--- src/rtl/parity_counter_9bit.sv ---
`default_nettype none
// ============================================================================
// Module      : parity_counter_9bit
// Description : 9-bit up-counter with enable and synchronous clear that feeds
//               a combinational 74HC280-style odd/even parity generator.
//               Optional macro PARITY_CHECK_EN adds an even-parity checker
//               (parity_in / parity_err).
// Revision    : 1.0 - initial release
// ============================================================================
module parity_counter_9bit #(
    parameter int unsigned          WIDTH       = 9,
    parameter logic [WIDTH-1:0]     RESET_VALUE = '0
) (
    input  logic             clk,
    input  logic             clr_n,
    input  logic             enable,
    input  logic             sclr,
    output logic [WIDTH-1:0] count,
    output logic             tc,
    output logic             sigma_even,
    output logic             sigma_odd
`ifdef PARITY_CHECK_EN
    ,
    input  logic             parity_in,
    output logic             parity_err
`endif
);

    localparam logic [WIDTH-1:0] c_ONE = {{(WIDTH-1){1'b0}}, 1'b1};

    logic [WIDTH-1:0] count_q;
    logic [WIDTH-1:0] count_d;
    logic             w_odd;

    // Clear outranks enable; the add wraps naturally at 2^WIDTH.
    always_comb begin
        count_d = count_q;
        if (sclr) begin
            count_d = RESET_VALUE;
        end else if (enable) begin
            count_d = count_q + c_ONE;
        end
    end

    always_ff @(posedge clk or negedge clr_n) begin
        if (!clr_n) begin
            count_q <= RESET_VALUE;
        end else begin
            count_q <= count_d;
        end
    end

    assign w_odd      = ^count_q;
    assign count      = count_q;
    assign tc         = &count_q;
    assign sigma_odd  = w_odd;
    assign sigma_even = ~w_odd;

`ifdef PARITY_CHECK_EN
    logic parity_err_q;
    logic parity_err_d;

    // A passing enabled comparison clears the flag; idle cycles hold it.
    always_comb begin
        parity_err_d = parity_err_q;
        if (sclr) begin
            parity_err_d = 1'b0;
        end else if (enable) begin
            parity_err_d = parity_in ^ w_odd;
        end
    end

    always_ff @(posedge clk or negedge clr_n) begin
        if (!clr_n) begin
            parity_err_q <= 1'b0;
        end else begin
            parity_err_q <= parity_err_d;
        end
    end

    assign parity_err = parity_err_q;
`endif

endmodule
`default_nettype wire

--- config.mk ---
export PLATFORM = sky130hd
export DESIGN_NAME = parity_counter_9bit
export DESIGN_NICKNAME = d
export VERILOG_FILES = /design/src/rtl/parity_counter_9bit.sv
export SDC_FILE = /design/constraint.sdc
export NUM_CORES = 1
export LEC_CHECK = 0
export BUFFER_PORTS_ARGS = -buffer_cell sky130_fd_sc_hd__buf_2
export CELL_PAD_IN_SITES_DETAIL_PLACEMENT = 2
export CELL_PAD_IN_SITES_GLOBAL_PLACEMENT = 2
export CORE_ASPECT_RATIO = 1.5
export CORE_MARGIN = 5
export CORE_UTILIZATION = 27
export DETAILED_ROUTE_END_ITERATION = 10
export PLACE_DENSITY = 0.83
export SETUP_SLACK_MARGIN = 0.1
export SYNTH_ARGS = -nofsm -noshare
export SYNTH_HDL_FRONTEND = slang
export SYNTH_SLANG_ARGS = --single-unit
--- constraint.sdc ---
create_clock -name clk -period 1.41 [get_ports clk]
set_clock_uncertainty 0.15 [all_clocks]
set_input_delay 0 -clock clk [delete_from_list [all_inputs] [get_ports clk]]
set_output_delay 0 -clock clk [all_outputs]
set_load 0.01 [all_outputs]
==> results.py <==
metrics = {
    "outcome": {
        "outcome": "complete, but fails checks",
        "failed_checks": "setup timing",
    },
    "place": {
        "dp_worst_setup_slack_ns": -0.1460,
        "portBuffers": 15,
        "gp_congestion": 0.7228,
        "place.detailed.hpwl_mm": 1.375,
        "numPlacedInstances": 97,
    },
    "setup_path": {
        "r2r.worst_path.cells": 5,
        "crit_arrival_ns": 1.70,
        "worstPathMaxFanout": 2,
        "cp-start-kind": "register",
        "ff2ff_setup_slack_ns": -0.20,
        "timing_worst_setup_path_type": "reg -> out",
        "endpoint_kind": "output pin",
        "critical_path_required_ns": 1.26,
    },
    "route": {
        "num_vias": 549,
        "drt-initial-drc-count": 5,
        "ant_nets": 0,
        "routed_wl_mm": 2.429,
        "routed_via_density": 4.858,
        "detail_route.wl_per_cell_um": 21.50,
        "drc_errors": 0,
        "firstDrtPassIters": 3,
    },
    "cells_and_area": {
        "antenna_cells_inserted": 0,
        "fill_cells": 206,
        "largest_register_ff_count": 9,
        "layout_common_cells": "14 x buf_4, 13 x buf_2, 10 x buf_6",
        "area_growth_pct": 87.53,
        "post_layout_nonfiller_instances": 113,
        "drive_gt1_share_pct": 68.13,
        "final_common_cell": "buf_4",
        "post_layout_net_count": 101,
    },
    "sta": {
        "timing.max_slew.rel_slack_pct": 80.13,
        "period_minus_slack_ns": 1.852,
        "max_clock_freq_mhz": 540.0,
        "report.final.slew_viol_count": 0,
        "worst-slew-pin-transition_ns": 0.2980,
        "setup_viols_final": 7,
        "final_min_period_over_clock_period_pct": 131.3,
        "hold_violations": 0,
        "setup_ws_ns": -0.4419,
        "rsz0062_at_grt": "true",
    },
    "global_route": {
        "grt-busiest-layer": "met2",
        "grt-ovfl-total": 0,
        "met1_usage_pct": 16.24,
        "initial_antenna_violation_count": 0,
        "groute.layer.met3.usage_pct": 1.667,
        "grt_max_degree": 10,
        "track_usage_pct": 16.53,
        "globalRouteMet2Util_pct": 29.66,
        "grt_pass1_vias": 661,
        "grt_first_pass_wirelength_mm": 3.298,
    },
    "yosys": {
        "synthXorXnorAreaFrac_pct": 16.17,
        "synth_top_cell_by_area": "dfrtp_1",
        "synth_area_leaders": "dfrtp_1 42%, ha_1 12%, xnor2_1 8.1%",
        "synth_cell_type_count": 17,
        "synthesis.area_per_instance_um2": 11.06,
        "synth_nets": 58,
        "yosysWarnings": 0,
        "synth-adder-area-share_pct": 11.55,
        "synthesis.instances": 49,
        "flops_latches_synth": 9,
        "synth.cell_area_um2": 541.8,
        "synth_compound_area_share_pct": 8.083,
        "synth-simple-area-share_pct": 14.78,
        "synth.yosys.seq_area_share_pct": 41.57,
        "synth_top_family_by_area": "XOR/XNOR gates",
        "synth.mux.area_fraction_pct": 3.695,
        "synth_top_area_share_pct": 41.57,
    },
    "floorplanning": {
        "initial_utilization_pct": 27.41,
        "die-area_um2": 3021,
        "row_count": 20,
        "core-area_um2": 1977,
        "die_w_um": 46.58,
        "die_height_um": 64.86,
        "io_pins": 16,
    },
    "clocking": {
        "source_to_sink_clock_delay_at_the_later_pin_of_the_worst_skew_pair_ns": 0.28,
        "numClockSinks": 9,
        "cts_tree": "done",
        "cts.htree.levels": 1,
        "clk_path_buf_depth": 2,
        "clock-root-buffer": "clkbuf_4",
        "clk_transition_reported_paths_ns": 0.07,
        "number_of_buffers_created_by_cts": 3,
    },
    "power": {
        "peakVddDrop_mv": 0.5142,
        "pwr_density_cell_nw_per_um2": 671.0,
        "power.switching_fraction_pct": 30.18,
        "combPwrFrac_pct": 27.8,
        "internal_power_w": 0.0004760,
        "power_frac_seq_pct": 40.2,
        "leakagePower_nw": 0.4547,
        "power.share.clock_pct": 32.0,
        "power.net_switching_w": 0.0002057,
    },
    "run": {
        "cap_viol_max_count": 0,
    },
    "worst_hold_path": {
        "worst_hold_stages": 4,
        "hold_class": "in -> reg",
    },
}
routing by layer:
metal | up-vias | share of wire (%)
li1 | 254 | -
met1 | 274 | 34
met2 | 14 | 58
met3 | 7 | 3.6
met4 | 0 | 4.6
met5 | - | 0
cells by family (layout without fill, tap and decap cells):
kind of cell    count (synthesis)  count (layout)
compound gates                  5               5
xor+xnor                       10              10
fa+ha+maj                       5               5
buf+inv                         2              44
flops                           9               9
mux                             2               2
simple gates                   16              16
synth_stat cells:
cell type and number:
a21oi_1 2, and4_1 1, buf_6 2, dfrtp_1 9, ha_1 5, mux2i_1 2
nand2_1 2, nand3_1 2, nand4_1 2, nor2_1 7, o211ai_4 1, o21ai_0 1
o31ai_1 1, or3_2 1, or4_1 1, xnor2_1 5, xor2_1 5
layout make-up:
class	instances	area (um2)	share of cell area [%]
multi-input combinational	38	417.9	41.13
clock buffer	4	26.28	2.586
tap	22	27.53	2.709
timing repair buffer	40	312.8	30.79
sequential	9	231.5	22.78
what timing repair did:
action,CTS,global route
hold endpoints to repair,18,9
pin swaps,17,20
hold buffers,3,1
buffers inserted,5,6
cloned,0,0
gates resized for setup,16,11
endpoints found under the setup margin,8,15
final timing paths:
check                              start        end
max in group asynchronous          clr_n   count[1]
worst min-delay path              enable   count[8]
worst max register to register  count[0]   count[7]
min in group asynchronous          clr_n   count[8]
worst max-delay path            count[0]  sigma_odd
worst min register to register  count[6]   count[6]
metrics by stage:
step           power (W)  hold WS, ns  util (%)  setup TNS (ns)  instance area [um2]
5_1_grt        0.0007268      0.07954     51.39          -1.747                 1016
3_5_place_dp   0.0003929      -0.2789     38.73         -0.4734                765.7
6_report       0.0006817      0.07014     51.39          -1.406                 1016
2_1_floorplan  0.0003452      -0.4456         -         -0.1454                588.1
3_3_place_gp   0.0003889      -0.2850     38.73         -0.3188                765.7
4_1_cts        0.0006568      0.04689     47.47         -0.8871                938.4
power groups by stage:
| stage | logic (W) | registers, W | clock network [W] |
|---|---|---|---|
| 5_1_grt | 0.000199 | 0.000275 | 0.000253 |
| 3_5_place_dp | 0.000113 | 0.000280 | 0 |
| 3_3_place_gp | 0.000110 | 0.000279 | 0 |
| 2_1_floorplan | 0.0000622 | 0.000283 | 0 |
| 4_1_cts | 0.000156 | 0.000273 | 0.000228 |
| 6_report | 0.000189 | 0.000274 | 0.000218 |
critical path: stages, from the launching register on:
cell and delay (ns):
dfrtp_2 0.44, ha_4 0.28, xnor2_4 0.13, xnor2_2 0.23, xnor2_1 0.17, buf_2 0.17
Note: power is estimated with default switching activity, not from simulation.
